[src/rtl/multi_digit_auto_counter.sv]
// Multi-digit up/down counter stepped by a programmable rate divider, with load and 7-segment outputs.
// Define BCD_MODE_EN for decimal digits (0..9, loads clamped to 9); otherwise digits count 0..F.
module multi_digit_auto_counter #(
  parameter int          DIGITS    = 2,
  parameter int          DIV_WIDTH = 27,
  parameter int unsigned RATE0     = 1,
  parameter int unsigned RATE1     = 24999999,
  parameter int unsigned RATE2     = 49999999,
  parameter int unsigned RATE3     = 99999999
) (
  input  logic                clock,
  input  logic                reset,
  input  logic [1:0]          speed,
  input  logic                run,
  input  logic                up,
  input  logic                load,
  input  logic [4*DIGITS-1:0] load_value,
  output logic [4*DIGITS-1:0] count,
  output logic [7*DIGITS-1:0] HEX,
  output logic                tick,
  output logic                wrap
);

  localparam int CW = 4 * DIGITS;
`ifdef BCD_MODE_EN
  localparam logic [3:0] DMAX = 4'd9;
`else
  localparam logic [3:0] DMAX = 4'hF;
`endif

  logic [DIV_WIDTH-1:0] div_q, div_d;
  logic [1:0]           speed_q;
  logic [CW-1:0]        count_q, count_d;
  logic                 tick_q, tick_d;
  logic                 wrap_q, wrap_d;
  logic [CW:0]          stepped;

  function automatic logic [DIV_WIDTH-1:0] rate_of(input logic [1:0] s);
    case (s)
      2'd0:    rate_of = DIV_WIDTH'(RATE0);
      2'd1:    rate_of = DIV_WIDTH'(RATE1);
      2'd2:    rate_of = DIV_WIDTH'(RATE2);
      default: rate_of = DIV_WIDTH'(RATE3);
    endcase
  endfunction

  function automatic logic [CW-1:0] load_fix(input logic [CW-1:0] v);
    load_fix = v;
`ifdef BCD_MODE_EN
    for (int k = 0; k < DIGITS; k++) begin
      if (v[4*k +: 4] > 4'd9) load_fix[4*k +: 4] = 4'd9;
    end
`endif
  endfunction

  // MSB of the result is the carry/borrow out of the top digit, i.e. the wrap flag.
  function automatic logic [CW:0] step_count(input logic [CW-1:0] v, input logic dir_up);
    logic [CW-1:0] r;
    logic          carry;
    logic [3:0]    d;
    r     = v;
    carry = 1'b1;
    for (int k = 0; k < DIGITS; k++) begin
      d = v[4*k +: 4];
      if (carry) begin
        if (dir_up) begin
          if (d >= DMAX) begin
            r[4*k +: 4] = 4'd0;
          end else begin
            r[4*k +: 4] = d + 4'd1;
            carry = 1'b0;
          end
        end else begin
          if (d == 4'd0) begin
            r[4*k +: 4] = DMAX;
          end else begin
            r[4*k +: 4] = d - 4'd1;
            carry = 1'b0;
          end
        end
      end
    end
    step_count = {carry, r};
  endfunction

  function automatic logic [6:0] seg7(input logic [3:0] n);
    case (n)
      4'h0:    seg7 = 7'b1000000;
      4'h1:    seg7 = 7'b1111001;
      4'h2:    seg7 = 7'b0100100;
      4'h3:    seg7 = 7'b0110000;
      4'h4:    seg7 = 7'b0011001;
      4'h5:    seg7 = 7'b0010010;
      4'h6:    seg7 = 7'b0000010;
      4'h7:    seg7 = 7'b1111000;
      4'h8:    seg7 = 7'b0000000;
      4'h9:    seg7 = 7'b0010000;
      4'hA:    seg7 = 7'b0001000;
      4'hB:    seg7 = 7'b0000011;
      4'hC:    seg7 = 7'b1000110;
      4'hD:    seg7 = 7'b0100001;
      4'hE:    seg7 = 7'b0000110;
      default: seg7 = 7'b0001110;
    endcase
  endfunction

  assign stepped = step_count(count_q, up);

  // Priority: load, then a speed change (reload without stepping), then the divider.
  always_comb begin
    div_d   = div_q;
    count_d = count_q;
    tick_d  = 1'b0;
    wrap_d  = 1'b0;
    if (load) begin
      count_d = load_fix(load_value);
      div_d   = rate_of(speed);
    end else if (run) begin
      if (speed != speed_q) begin
        div_d = rate_of(speed);
      end else if (div_q == '0) begin
        div_d   = rate_of(speed);
        count_d = stepped[CW-1:0];
        tick_d  = 1'b1;
        wrap_d  = stepped[CW];
      end else begin
        div_d = div_q - DIV_WIDTH'(1);
      end
    end
  end

  always_ff @(posedge clock or negedge reset) begin
    if (!reset) begin
      div_q   <= '0;
      speed_q <= 2'd0;
      count_q <= '0;
      tick_q  <= 1'b0;
      wrap_q  <= 1'b0;
    end else begin
      div_q   <= div_d;
      speed_q <= speed;
      count_q <= count_d;
      tick_q  <= tick_d;
      wrap_q  <= wrap_d;
    end
  end

  assign count = count_q;
  assign tick  = tick_q;
  assign wrap  = wrap_q;

  for (genvar k = 0; k < DIGITS; k++) begin : g_hex
    assign HEX[7*k +: 7] = seg7(count_q[4*k +: 4]);
  end

endmodule

[config.mk]
export PLATFORM = sky130hd
export DESIGN_NAME = multi_digit_auto_counter
export DESIGN_NICKNAME = d
export VERILOG_FILES = /design/src/rtl/multi_digit_auto_counter.sv
export SDC_FILE = /design/constraint.sdc
export NUM_CORES = 1
export LEC_CHECK = 0
export ABC_AREA = 0
export CAP_MARGIN = 20
export CORE_ASPECT_RATIO = 1.75
export CORE_MARGIN = 2
export CORE_UTILIZATION = 25
export DETAILED_ROUTE_END_ITERATION = 7
export HOLD_SLACK_MARGIN = 0.1
export PLACE_DENSITY = 0.4
export SETUP_SLACK_MARGIN = 0.3
export SYNTH_ARGS = -nofsm -noshare
export SYNTH_HDL_FRONTEND = slang
export SYNTH_SLANG_ARGS = --single-unit
[constraint.sdc]
create_clock -name clock -period 3.08 [get_ports clock]
set_clock_uncertainty 0.15 [all_clocks]
set_input_delay 0.616 -clock clock [delete_from_list [all_inputs] [get_ports clock]]
set_output_delay 0.616 -clock clock [all_outputs]
set_load 0.05 [all_outputs]
# Word level (Yosys, flattened, before mapping)
# Memory sizes are Yosys's and may differ from the RTL's.
# Cells that the tools add are included.
# Widths: inputs -> output; s select.
[totals]
out_inout_bits = 24
inputBits = 15
n_memories = 2
register_bits = 39
elab_cells = 59
romBits = 224
[classes]
n_lt_le_gt_ge = 2
n_mux = 31
n_eq_ne = 4
add_sub_neg = 5
reduce_logical = 9
[memory_table]
columns = ["name", "words", "width", "read_ports", "rd_ports_with_merged_regs", "wr", "line", "rtl"]
rows = [
  ["(no name shown)", 16, 7, 1, 0, 0, "87", "case (n)"],
  ["(no name shown)", 16, 7, 1, 0, 0, "87", ""],
]
[op_table]
columns = ["op", "count"]
rows = [
  ["$mux 27", 4],
  ["$pmux 27 s3", 1],
  ["$mux 8", 4],
  ["$mux 4", 7],
  ["$logic_not 27->1", 1],
  ["$sub 27x1->27 const B", 1],
  ["$mux 1", 15],
  ["$add 4x1->4 const B", 2],
  ["$ge 4x4->1 const B", 2],
  ["$logic_not 4->1", 2],
  ["$sub 4x1->4 const B", 2],
  ["$reduce_bool 2->1", 3],
  ["$reduce_and 4->1", 1],
  ["$reduce_and 3->1", 1],
  ["$eq 2x1->1 const B", 1],
  ["$eq 2x2->1 const B", 1],
  ["$logic_not 2->1", 1],
  ["$ne 2x2->1", 1],
  ["$ne 2x2->1 const B", 1],
]

# Longest topological paths before layout
# Gate-level depths: netlist (run 1).
[logic_depth]
ltp_word = 8
depth_mapped = 8
ltp_nobuf = 7

# Worst setup path before layout (run 1)
# Ideal clock, no wire load.
[synth_timing]
path_kind = "register to output"
from = "reg count_q[0] (netlist: count[0])"
to = "out HEX[1]"
path_buffers = 1
path_slack_ns = -0.262
t_required_ns = 2.314
t_arrival_ns = 2.576
stages_incl_launch_ff = 6
cell_sequence = "dfrtp_1 > clkbuf_1 > inv_1 > ha_1 > mux2i_1 > o21ai_0"
[synth_via]
elab_chain_cells = 1
[synth_rtl]
columns = ["element", "line", "rtl"]
rows = [
  ["start, declared", "33", "logic [CW-1:0] count_q, count_d;"],
  ["start signal, assigned", "142", "count_q <= count_d;"],
  ["$mem_v2 16x7", "n/a", ""],
  ["end, declared", "19", "output logic [7*DIGITS-1:0] HEX,"],
]
# No other way between the ends.

# Worst setup path after layout (run 1)
[layout_timing]
from = "reg count_q[3] (netlist: count[3])"
to = "out count[3]"
[layout_lines]
columns = ["element", "line", "rtl"]
rows = [
  ["end, declared", "18", "output logic [4*DIGITS-1:0] count,"],
]
# No word-level cell between the ends.

==> flow_summary.json, run 1 <==
{
  "clkPwrFrac_pct": 30.2,
  "clk_latency_ns": 0.29,
  "syn_inst": 390,
  "ys_top_cells_by_area": "dfrtp_1 30%, ha_1 6.9%, o21ai_0 4.9%",
  "ys_ff_latch": 39,
  "ioPinCount": 39,
  "cap_viol_max_count": 0,
  "yosys_warnings": 0,
  "grt_pass1_vias": 3154,
  "fp.dieH_microns": 155.3,
  "cp.required_ns": 2.31,
  "top_layer": "met4",
  "place_worst_setup_slack_ns": 0.2212,
  "ant_nets": 0,
  "combPwrFrac_pct": 34.4,
  "ys_types": 67,
  "cts_made_buffers": 5,
  "diodes": 0,
  "rsz0062_at_grt": "false",
  "fin_ws_ns": 0.3748,
  "cts_tree": "yes",
  "seq_area_frac_synth_pct": 29.84,
  "switching_power_uw": 691.4,
  "cell_internal_pwr_mw": 1.156,
  "finalInstanceArea_sq_um": 4218,
  "setup_tns_ns": 0,
  "grt_pass1_wl_microns": 17220,
  "wl_met1_microns": 3812,
  "crit_chain": "buf_4 -> clkdlybuf4s50_1",
  "crit_family": "buffers and inverters",
  "dieArea_sq_um": 14050,
  "crit_buf_inv": 2,
  "hold_ws_ns": 0.2518,
  "dr_wl_met3_microns": 425,
  "drive_gt1_share_pct": 20.31,
  "dominantRegCellSynth": "dfrtp_1",
  "vias_per_cell": 5.257,
  "place.gp.congestion": 0.8190,
  "wl_per_cell_microns": 17.89,
  "syn_to_final_growth_pct": 28.96,
  "drc_errors": 0,
  "clockBufferDepth": 2,
  "p_leak_nw": 1.656,
  "syn_area_per_cell_sq_um": 8.386,
  "period_needed_ns": 2.705,
  "fmax_mhz": 369.7,
  "synth_common_cells": "39 x dfrtp_1, 34 x nand2_1, 32 x o21ai_0",
  "slew_headroom_pct": 56.84,
  "synth_top_cell_area_share_pct": 29.84,
  "track_usage_pct": 15.65,
  "post-route-util_pct": 32.78,
  "ir_worst_vdd_v": 0.0002025,
  "path_class": "reg2out",
  "cts.reportedPaths.clkPinSlew_ns": 0.06,
  "slew_violations": 0,
  "p_sw_share_pct": 37.44,
  "synth_area_sq_um": 3271,
  "setup_viol": 0,
  "dr.pass1.iters": 4,
  "slowest_stage": "clkdlybuf4s50_1",
  "finalHoldViolCount": 0,
  "crit_path_end_kind": "primary output",
  "overflow": 0,
  "slowest_delay_ns": 0.82,
  "postPlaceCellArea_sq_um": 3995,
  "fp.dieW_microns": 90.46,
  "worst_pin_slew_ns": 0.6424,
  "grt_max_degree": 40,
  "root_buffer": "clkbuf_16",
  "wirelength_microns": 11080,
  "syn_nets": 423,
  "async_reset_ff_share_pct": 100.0,
  "placementRows": 55,
  "initial_utilization_pct": 25.42,
  "status": "finished clean",
  "drt-initial-drc-count": 95,
  "core_sq_um": 12870,
  "start_kind": "flip-flop",
  "nets": 480,
  "yosys.area.top_type": "dfrtp_1",
  "synth_edf_count": 0,
  "arrival_ns": 1.94,
  "sequentialPowerShare_pct": 35.4,
  "htree_levels": 2,
  "vias": 3254,
  "portBuffers": 38,
  "hold_class": "in2async",
  "antenna_found_initial": 0,
  "synth_most_common_cell": "dfrtp_1",
  "period_share_pct": 87.83,
  "dp_hpwl_microns": 8517,
  "path_max_fanout": 10,
  "met2_wirelength_microns": 6399,
  "power.density_nw_per_um2": 437.9,
  "holdBufCountCts": 0,
  "cts_num_sinks": 39
}
-- cells in the final DEF, fill, tap and decap left out, types with 3 or more instances in the layout --
master            n
nand2_1          34
or3_1             9
o21ai_0          23
nand3_1          26
a22o_1            4
nor2b_1           8
clkdlybuf4s50_1  23
nand2b_1          4
xor2_1            3
nand4_1           9
a221o_1           3
nor2_1           25
clkbuf_16         5
nor3_1           11
mux2_2            5
nor4_1           10
a31oi_1           3
or4_1             4
nor4b_1           4
o21ai_1           7
nand3b_1          3
buf_4            48
o211ai_1          3
dfrtp_2           4
o221ai_1          4
ha_1             17
o21ai_2           7
a21oi_1          15
xnor2_1           3
o2111a_1          3
mux2i_1          13
and3_1            4
inv_1            11
dfrtp_1          35
-- registers in the layout (all words and copies together), names as in the netlist --
register  flops
speed_q       2
div_q        27
count         8
wrap          1
tick          1
-- per-layer routing --
metal,up-vias,global-route usage [%]
li1,1582,-
met1,1547,14.96
met4,0,8.352
met2,102,31.49
met3,23,2.082
met5,-,0
-- cell type report --
type / count / area [sq um]
clock buffer: 8 / 156.4
timing repair buffer: 75 / 633.1
multi-input combinational: 315 / 2192
sequential: 39 / 980.9
fill: 1409 / 8651
inverter: 11 / 41.29
tap: 171 / 214.0
-- repair_timing --
| item | 4_1_cts | 5_1_grt |
|---|---|---|
| buffers inserted | 2 | 6 |
| endpoints found under the setup margin | 4 | 10 |
| pin swaps | 0 | 1 |
| resized for setup | 3 | 3 |
-- cell families (layout without fill, tap and decap cells) --
logic type | count (synthesis) | count (layout) | share of synthesized area [%]
xor+xnor | 6 | 6 | 1.607
compound gates | 100 | 100 | 21.04
simple gates | 171 | 171 | 29.46
buf+inv | 36 | 94 | 4.438
flops | 39 | 39 | 29.84
mux | 20 | 20 | 6.733
fa+ha+maj | 18 | 18 | 6.886
-- power groups by stage --
stage	clock network, mW	logic, mW	registers (mW)
after floorplan	0	0.393	0.666
after global placement	0	0.628	0.665
after detailed placement	0	0.628	0.665
after CTS	0.582	0.634	0.653
after global routing	0.604	0.687	0.662
final	0.558	0.635	0.654
-- metrics by stage --
step | instances | power, mW
final | 619 | 1.847
after global routing | 619 | 1.953
after CTS | 613 | 1.869
after detailed placement | 603 | 1.293
after global placement | 603 | 1.293
after floorplan | 390 | 1.059
-- worst reg2reg max path: cells and delay by family, from the launching register on --
kind                     cells  cell delay [ns]
adder cells (fa/ha/maj)      1             0.20
buffers and inverters        2             0.28
flip-flops                   1             0.40
AND/OR/NAND/NOR              4             1.54
-- path summary, 6_finish.rpt --
kind	from	end	slack (ns)	depth (start not counted)
max reg2reg	div_q[1]$_DFFE_PN0P_	div_q[26]$_DFFE_PN0P_	0.43	7
min	reset	div_q[24]$_DFFE_PN0P_	0.25	2
max	count[3]$_DFFE_PN0P_	count[3]	0.37	2
max in group asynchronous	reset	count[4]$_DFFE_PN0P_	2.10	2
min in group clock	div_q[14]$_DFFE_PN0P_	div_q[14]$_DFFE_PN0P_	0.39	1
min reg2reg	div_q[14]$_DFFE_PN0P_	div_q[14]$_DFFE_PN0P_	0.39	1
Note: power is estimated with default switching activity, not from simulation.
==> inputs of run 2 (changes only) <==
- CTS_CLUSTER_SIZE: unset -> 24
==> results of run 2 <==
The final DEF is identical to that of run 1; final timing and power are the same.
